`config.mk`:
```
export PLATFORM = sky130hd
export DESIGN_NAME = mining_controller
export DESIGN_NICKNAME = d
export VERILOG_FILES = /design/src/rtl/mining_pkg.sv /design/src/rtl/mining_controller_credit_counter.sv /design/src/rtl/mining_controller.sv
export SDC_FILE = /design/constraint.sdc
export NUM_CORES = 1
export LEC_CHECK = 0
export BUFFER_PORTS_ARGS = -buffer_cell sky130_fd_sc_hd__buf_2
export CORE_AREA = 2 2 99 101
export CTS_BUF_LIST = sky130_fd_sc_hd__clkbuf_8
export DETAILED_ROUTE_END_ITERATION = 8
export DIE_AREA = 0 0 101 103
export PLACE_DENSITY = 0.74
export REMOVE_ABC_BUFFERS = 1
export SYNTH_ARGS = -nofsm -noshare
export SYNTH_HDL_FRONTEND = slang
export SYNTH_SLANG_ARGS = --single-unit
export TNS_END_PERCENT = 20
```
`constraint.sdc`:
```
create_clock -name sys_clk -period 3.3 [get_ports sys_clk]
set_input_delay 0.66 -clock sys_clk [delete_from_list [all_inputs] [get_ports sys_clk]]
set_output_delay 0.66 -clock sys_clk [all_outputs]
set_load 0.01 [all_outputs]
```
`src/rtl/mining_pkg.sv`:
```
// Shared definitions for the mining controller: flit layout, credit width,
// work-packet length and the controller state encoding.
package mining_pkg;

    localparam int FLIT_W      = 73;
    localparam int CREDIT_W    = 3;
    localparam int WORK_FLITS  = 6;

    localparam int FLIT_VALID  = 72;
    localparam int FLIT_TAIL   = 71;
    localparam int DEST_LSB    = 66;
    localparam int DEST_W      = 5;
    localparam int VC_LSB      = 64;
    localparam int VC_W        = 2;
    localparam int DATA_W      = 64;
    localparam int NONCE_W     = 32;
    localparam int CLK_CNT_W   = 64;

    typedef enum logic [1:0] {
        ST_IDLE = 2'd0,
        ST_SEND = 2'd1,
        ST_WAIT = 2'd2,
        ST_DONE = 2'd3
    } ctrl_state_e;

    // Assemble a valid flit from its fields.
    function automatic logic [FLIT_W-1:0] make_flit(
        input logic              tail,
        input logic [DEST_W-1:0] dest,
        input logic [VC_W-1:0]   vc,
        input logic [DATA_W-1:0] data
    );
        return {1'b1, tail, dest, vc, data};
    endfunction

endpackage

```
`src/rtl/mining_controller_credit_counter.sv`:
```
// VC0 send-credit counter. Starts full, saturates at CREDIT_INIT and gates
// flit issue while no credit is available.
module credit_counter #(
    parameter int CREDIT_INIT = 16
) (
    input  logic sys_clk_i,
    input  logic rst_i,
    input  logic send_req_i,
    input  logic credit_in_i,
    output logic fire_o
);

    localparam int CW = $clog2(CREDIT_INIT + 1);

    logic [CW-1:0] cnt_q;
    logic [CW-1:0] cnt_d;

    assign fire_o = send_req_i && (cnt_q != '0);

    // A send and a returned credit in the same cycle cancel out.
    always_comb begin
        cnt_d = cnt_q;
        case ({fire_o, credit_in_i})
            2'b10:   cnt_d = cnt_q - 1'b1;
            2'b01:   if (cnt_q < CW'(CREDIT_INIT)) cnt_d = cnt_q + 1'b1;
            default: cnt_d = cnt_q;
        endcase
    end

    // Counter register, refilled on reset.
    always_ff @(posedge sys_clk_i) begin
        if (rst_i) cnt_q <= CW'(CREDIT_INIT);
        else       cnt_q <= cnt_d;
    end

endmodule

```
`src/rtl/mining_controller.sv`:
```
// Work distribution / result collection master on network port 0.
// Optional feature macro: CTRL_CYCLE_COUNTER_EN enables the Clk_cnt cycle
// counter; without it Clk_cnt is constant zero.
//
// state   | meaning
// --------+------------------------------------------------------------
// ST_IDLE | one cycle after reset release
// ST_SEND | issuing work packets, PE 1..NUM_PE, flit 0..5, credit gated
// ST_WAIT | all work sent, waiting for the first result flit
// ST_DONE | nonce latched, further received flits drained and ignored
module mining_controller
    import mining_pkg::*;
#(
    parameter int           NUM_PE      = 8,
    parameter int           CREDIT_INIT = 16,
    parameter logic [255:0] MIDSTATE    = 256'h0,
    parameter logic [95:0]  DATA_TAIL   = 96'h0,
    parameter logic [31:0]  NONCE_STEP  = 32'h2000_0000
) (
    input  logic                 sys_clk,
    input  logic                 nreset,
    output logic [FLIT_W-1:0]    putFlit,
    output logic                 EN_putFlit,
    input  logic [CREDIT_W-1:0]  getCredits,
    output logic                 EN_getFlit,
    input  logic [FLIT_W-1:0]    getFlit,
    output logic                 EN_putCredits,
    output logic [CREDIT_W-1:0]  putCredits,
    output logic                 done,
    output logic [NONCE_W-1:0]   nonce,
    output logic [CLK_CNT_W-1:0] Clk_cnt
);

    ctrl_state_e          state_q;
    logic [DEST_W-1:0]    pe_q;
    logic [2:0]           idx_q;
    logic [FLIT_W-1:0]    put_flit_q;
    logic                 en_put_flit_q;
    logic                 en_get_flit_q;
    logic                 en_put_credits_q;
    logic [CREDIT_W-1:0]  put_credits_q;
    logic                 done_q;
    logic [NONCE_W-1:0]   nonce_q;

    logic                 send_req;
    logic                 fire;
    logic                 rx_valid;
    logic                 last_flit;
    logic [DATA_W-1:0]    flit_data;
    logic [NONCE_W-1:0]   nonce_base;
    logic [NONCE_W-1:0]   pe_ext;

    // Sender id and the remaining result-flit fields carry nothing we use.
    logic unused_rx;
    assign unused_rx = ^{getFlit[FLIT_TAIL:DEST_LSB], getFlit[DATA_W-1:NONCE_W],
                         getCredits[VC_W-1:0]};

    assign send_req  = (state_q == ST_SEND);
    assign rx_valid  = en_get_flit_q && getFlit[FLIT_VALID];
    assign last_flit = (idx_q == 3'(WORK_FLITS - 1));
    assign pe_ext    = {{(NONCE_W - DEST_W){1'b0}}, pe_q};
    assign nonce_base = (pe_ext - 32'd1) * NONCE_STEP;

    credit_counter #(
        .CREDIT_INIT (CREDIT_INIT)
    ) u_credit_counter (
        .sys_clk_i   (sys_clk),
        .rst_i       (nreset),
        .send_req_i  (send_req),
        .credit_in_i (getCredits[CREDIT_W-1]),
        .fire_o      (fire)
    );

    // Payload of the current work flit; the last flit carries the PE's nonce start.
    always_comb begin
        flit_data = MIDSTATE[255:192];
        case (idx_q)
            3'd0:    flit_data = MIDSTATE[255:192];
            3'd1:    flit_data = MIDSTATE[191:128];
            3'd2:    flit_data = MIDSTATE[127:64];
            3'd3:    flit_data = MIDSTATE[63:0];
            3'd4:    flit_data = DATA_TAIL[95:32];
            default: flit_data = {DATA_TAIL[31:0], nonce_base};
        endcase
    end

    // Controller FSM with registered send, receive and result outputs.
    always_ff @(posedge sys_clk) begin
        if (nreset) begin
            state_q          <= ST_IDLE;
            pe_q             <= DEST_W'(1);
            idx_q            <= '0;
            put_flit_q       <= '0;
            en_put_flit_q    <= 1'b0;
            en_get_flit_q    <= 1'b0;
            en_put_credits_q <= 1'b0;
            put_credits_q    <= '0;
            done_q           <= 1'b0;
            nonce_q          <= '0;
        end else begin
            en_get_flit_q    <= 1'b1;
            en_put_flit_q    <= fire;
            put_flit_q       <= fire ? make_flit(last_flit, pe_q, 2'b00, flit_data) : '0;
            en_put_credits_q <= rx_valid;
            put_credits_q    <= rx_valid ? {1'b1, getFlit[VC_LSB+:VC_W]} : '0;
            case (state_q)
                ST_IDLE: state_q <= ST_SEND;
                ST_SEND: begin
                    if (fire) begin
                        if (last_flit) begin
                            idx_q <= '0;
                            if (pe_q == DEST_W'(NUM_PE)) state_q <= ST_WAIT;
                            else                         pe_q    <= pe_q + 1'b1;
                        end else begin
                            idx_q <= idx_q + 1'b1;
                        end
                    end
                end
                ST_WAIT: begin
                    if (rx_valid) begin
                        nonce_q <= getFlit[NONCE_W-1:0];
                        done_q  <= 1'b1;
                        state_q <= ST_DONE;
                    end
                end
                default: state_q <= ST_DONE;
            endcase
        end
    end

`ifdef CTRL_CYCLE_COUNTER_EN
    logic [CLK_CNT_W-1:0] clk_cnt_q;

    // Run from reset release; the capture edge is the last one counted.
    always_ff @(posedge sys_clk) begin
        if (nreset)                 clk_cnt_q <= '0;
        else if (state_q != ST_DONE) clk_cnt_q <= clk_cnt_q + 1'b1;
    end

    assign Clk_cnt = clk_cnt_q;
`else
    assign Clk_cnt = '0;
`endif

    assign putFlit       = put_flit_q;
    assign EN_putFlit    = en_put_flit_q;
    assign EN_getFlit    = en_get_flit_q;
    assign EN_putCredits = en_put_credits_q;
    assign putCredits    = put_credits_q;
    assign done          = done_q;
    assign nonce         = nonce_q;

endmodule

```
# After elaboration in Yosys (flattened, before gate mapping)
# Index checks and enable logic that the tools add are counted.
totals:
  regBits: 127
  latchBits: 0
  mem_bits_rw: 0
  mem_bits_ro: 0
  input_bits: 78
  memories: 0
classes:
  add_sub_neg: 5
  mul: 0
  div_mod_pow: 0
  n_lt_le_gt_ge: 1
  eq_ne: 15
  shifts: 0
  n_mux: 12
  bitwise: 3
  n_reduce_logical: 15
op_table:
  columns: ["op", "n"]
  rows:
  - ["two-way mux 73 bit", 1]
  - ["two-way mux 32 bit", 1]
  - ["adder 5 x 1 -> 5 bit, second input constant", 2]
  - ["case mux 5 bit (2 select lines)", 1]
  - ["two-way mux 2 bit", 4]
  - ["!= test 2 bit, second input constant", 4]
  - ["AND reduction 4 bit", 2]
  - ["OR reduction 7 bit", 1]
  - ["== test 3 x 2 -> 1 bit, second input constant", 2]
  - ["== test 3 bit, second input constant", 2]
  - ["two-way mux 3 bit", 2]
  - ["case mux 2 bit (3 select lines)", 1]
  - ["AND reduction 2 bit", 3]
  - ["== test 5 x 4 -> 1 bit, second input constant", 1]
  - ["less-than comparator 5 bit, second input constant", 1]
  - ["two-way mux 5 bit", 1]
  - ["nonzero test 5 bit", 1]
  - ["OR reduction 5 bit", 1]
  - ["subtractor 5 x 1 -> 5 bit, second input constant", 1]
  - ["== test 2 x 1 -> 1 bit, second input constant", 2]
  - ["== test 2 bit, second input constant", 2]
  - ["OR reduction 2 bit", 2]
  - ["adder 3 x 1 -> 3 bit, second input constant", 1]
  - ["== test 3 x 1 -> 1 bit, second input constant", 1]
  - ["other kinds (8)", 11]

# Depth between registers and ports, before layout
depth:
  ltp_word: 5
  ltp_mapped: 9
  ltp_nobuf: 8

# Hierarchy
# From an unflattened synthesis, not the netlist that was laid out.
unflattened:
  cells_unflattened: 405
  area_unflattened_um2: 3422.0
by_module_without_submodules:
  columns: ["module", "instances", "cells_per_inst", "area_each_um2"]
  rows:
  - ["mining_controller", 1, 362, 3005.4]
  - ["credit_counter", 1, 43, 416.6]

# Worst setup path after synthesis
# Ideal clock, no wire load.
synth_path:
  path_kind: "reg2reg"
  startpoint: "register u_credit_counter.cnt_q[0]"
  endpoint: "register u_credit_counter.cnt_q[4]"
  setup_time_ps: 82
  arrival_time_ps: 2322
  required_time_ps: 3218
  setup_slack_ps: 896
  stages_incl_launch_ff: 10
  n_path_buf: 1
  cell_sequence: "dfxtp_1 or4_4 o21ai_2 buf_6 nand2_1 ha_1 a21oi_1 o21ai_0 or3_1 o2111ai_1"
synth_via:
  elab_chain_cells: 5
  elab_cells_between_ends: 12
  classes_between: "2 x add/sub; 1 x order compare; 3 x eq/ne; 2 x mux; 4 x reduce/logical"
synth_lines:
  columns: ["item", "line_no", "text"]
  rows:
  - ["start, declared", "mining_controller_credit_counter.sv:15", "logic [CW-1:0] cnt_q;"]
  - ["start signal, assigned", "mining_controller_credit_counter.sv:32", "if (rst_i) cnt_q <= CW'(CREDIT_INIT);"]
  - ["start signal, assigned", "mining_controller_credit_counter.sv:33", "else cnt_q <= cnt_d;"]
  - ["parallel branches: the longest is 5 deep, another holds adder 5 x 1 -> 5 bit", null, null]
# Parallel ways; which one is timed is not known. The select of a mux whose other input is x is not followed.
# A chain may end at the register's enable or synchronous reset.

# Worst setup path in the final report
# Ends and elaborated chain as after synthesis.

==> results.sh <==
export IMPL_outcome="finished, final reports clean"
export IMPL_rsz0062_at_grt="no"
export IMPL_syn_inst=416
export IMPL_ys_types=43
export IMPL_relSlewSlack_pct=30.3
export IMPL_synth_area_leaders="dfxtp_1 36%, buf_4 28%, nand2_1 8.1%, a21oi_1 6.1%, ha_1 2.9%"
export IMPL_syn_avg_cell_area_um2=8.23
export IMPL_met1_usage_pct=11.6
export IMPL_core_area_um2=9460
export IMPL_gp_congestion=0.782
export IMPL_cts_hold_buf=0
export IMPL_use_met2_pct=19.4
export IMPL_cp_arrival_ns=2.72
export IMPL_synth_top_area_share_pct=36.3
export IMPL_fin_nets=587
export IMPL_hold_viol=0
export IMPL_die_area_um2=10400
export IMPL_wl_per_cell_um=10.0
export IMPL_drtIter0Drc=42
export IMPL_path_delay_family="simple AND/OR/NAND/NOR gates"
export IMPL_dr_pass1_iters=4
export IMPL_rows=36
export IMPL_finalSetupViolCount=0
export IMPL_clkLatencyLatePin_ns=0.34
export IMPL_crit_chain="or4_4 -> o21ai_2 -> nand2_1 -> ha_1 -> a21oi_1 -> o21ai_0 -> or3_1 -> o2111ai_1"
export IMPL_crit_slowest_cell="or4_4"
export IMPL_cts_root_buf="clkbuf_8"
export IMPL_cts_tree="yes"
export IMPL_place_ws_ns=0.861
export IMPL_cap_violations=0
export IMPL_ys_warn_count=0
export IMPL_totalWireLength_mm=6.20
export IMPL_via_count=2538
export IMPL_htreeDepth=3
export IMPL_end_kind="register"
export IMPL_numCtsBuffers=9
export IMPL_instances_no_fill=619
export IMPL_synth_area_um2=3420
export IMPL_hold_class="reg2reg"
export IMPL_cts_buffer_depth=2
export IMPL_cp_num_buf_inv=0
export IMPL_utilization_pct=38.7
export IMPL_met3_usage_pct=4.47
export IMPL_grt_start_max_net_pins=34
export IMPL_ys_seq_elements=62
export IMPL_yosys_top_cells_count="129 x buf_4, 74 x nand2_1, 62 x dfxtp_1"
export IMPL_drc=0
export IMPL_cts_resized_gates=0
export IMPL_hpwl_mm=4.76
export IMPL_leakage_nw=1.79
export IMPL_drive_above_1_share_pct=22.2
export IMPL_yosysSeqAreaShare_pct=36.3
export IMPL_fin_ws_ns=0.841
export IMPL_reg2reg_setup_slack_ns=0.84
export IMPL_grt_busiest_layer="met2"
export IMPL_hold_ws_ns=0.453
export IMPL_worst_pin_slew_ns=1.05
export IMPL_startpoint_type="register"
export IMPL_grt_usage_pct=11.1
export IMPL_vias_per_cell=4.10
export IMPL_slew_viol_final=0
export IMPL_synthFlopType="dfxtp_1"
export IMPL_die_w_um=101
export IMPL_setup_tns_final_ns=0
export IMPL_ioPinCount=254
export IMPL_peakVddDrop_v=0.000152
export IMPL_initial_core_util_pct=36.2
export IMPL_cts_clk_slew_worst_paths_ns=0.07
export IMPL_cts_sinks=62
export IMPL_synth_edf_count=0
export IMPL_diodes=0
export IMPL_drtAntennaViolNets=0
export IMPL_critPathMaxStageDelay_ns=0.58
export IMPL_die_height_um=103
export IMPL_period_needed_ns=2.46
export IMPL_synth_top_cell_by_area="dfxtp_1"
export IMPL_fin_worst_skew_ns=0.00819
export IMPL_post_cts_repair_setup_buffers=0
export IMPL_grt_pass1_wl_mm=9.01
export IMPL_ys_async_sr_fraction_pct=0
export IMPL_dpl_cell_count=603
export IMPL_crit_type="reg2reg"
export IMPL_fmax_ghz=0.407
export IMPL_min_period_over_period_pct=74.5
export IMPL_overflow=0
export IMPL_grt_pass1_vias=2091
export IMPL_powerDensity_nw_per_um2=450
export IMPL_required_ns=3.56
export IMPL_port_buffers=86
export IMPL_areaGrowthSynthToFinish_pct=7.02
export IMPL_path_max_fanout=5
export IMPL_antenna_found_initial=0
export IMPL_synth_most_common_cell="buf_4"
-- cell type report --
cell class                 count  area, um^2
clock buffer                   9         124
clock inverter                 7        66.3
fill                         983        5800
inverter                      10        37.5
multi-input combinational    327        1590
sequential                    62        1240
tap                          114         143
timing repair buffer          90         460
-- flip-flops by register name, indices dropped and copies added (netlist names) --
register	cells
EN_getFlit	1
EN_putCredits	1
EN_putFlit	1
done	1
idx_q	3
nonce	32
pe_q	5
putCredits	2
putFlit	9
state_q	2
u_credit_counter.cnt_q	5
-- metal layers --
| metal | vias up | part of all wire (%) |
|---|---|---|
| met4 | 0 | 1.7 |
| met2 | 126 | 49 |
| met3 | 13 | 9.2 |
| li1 | 1264 | - |
| met1 | 1135 | 40 |
| met5 | - | 0 |
-- final timing paths --
kind	startpoint	endpoint	depth (start not counted)
worst max-delay path	u_credit_counter.cnt_q[0]	u_credit_counter.cnt_q[4]	8
worst max register to register	u_credit_counter.cnt_q[0]	u_credit_counter.cnt_q[4]	8
worst min-delay path	nonce[29]	nonce[29]	2
worst min register to register	nonce[29]	nonce[29]	2
-- tightest hold or removal path, stage by stage, from the launching register on --
cell and delay [ns]:
dfxtp_1 0.31, nand2_1 0.05, a21oi_1 0.05
-- placed cells by master (no fill, tap or decap), types with 2 or more instances in the layout --
| master | instances |
|---|---|
| a211oi_1 | 3 |
| a21oi_1 | 42 |
| and2_1 | 7 |
| buf_2 | 86 |
| buf_4 | 4 |
| clkbuf_8 | 9 |
| clkinv_2 | 2 |
| clkinvlp_4 | 3 |
| conb_1 | 127 |
| dfxtp_1 | 62 |
| ha_1 | 8 |
| inv_1 | 11 |
| nand2_1 | 74 |
| nand2b_1 | 2 |
| nand3_1 | 4 |
| nand4_1 | 2 |
| nor2_1 | 13 |
| nor3_1 | 4 |
| o21a_1 | 2 |
| o21ai_0 | 5 |
| o21ai_2 | 2 |
| o31ai_1 | 3 |
| or3_1 | 3 |
| or4_1 | 3 |
| xnor2_1 | 2 |
-- metrics by stage --
stage	total power [W]	area (um^2)
6_report	0.00165	3660
5_1_grt	0.00174	3660
2_1_floorplan	0.000962	2870
3_5_place_dp	0.00103	3470
4_1_cts	0.00167	3660
3_3_place_gp	0.00102	3470
-- cell families (layout without fill, tap and decap cells) --
family,Yosys count,count (layout),synth area share [%]
AOI/OAI and AO/OA,65,65,11.1
xor gates and xnor gates,3,3,0.768
adders and majority gates,9,9,3.51
buffers and inverters,153,116,31.1
DFF,62,62,36.3
muxes,2,2,0.621
other,1,127,0.110
and+or+nand+nor,121,121,16.4
-- power by group --
part           total (W)  switching [W]  internal, W
combinational   0.000230       0.000156    0.0000747
sequential      0.000787      0.0000218     0.000765
clock           0.000632       0.000289     0.000342
total            0.00165       0.000467      0.00118
No activity file was read; power rests on OpenSTA's default activity.
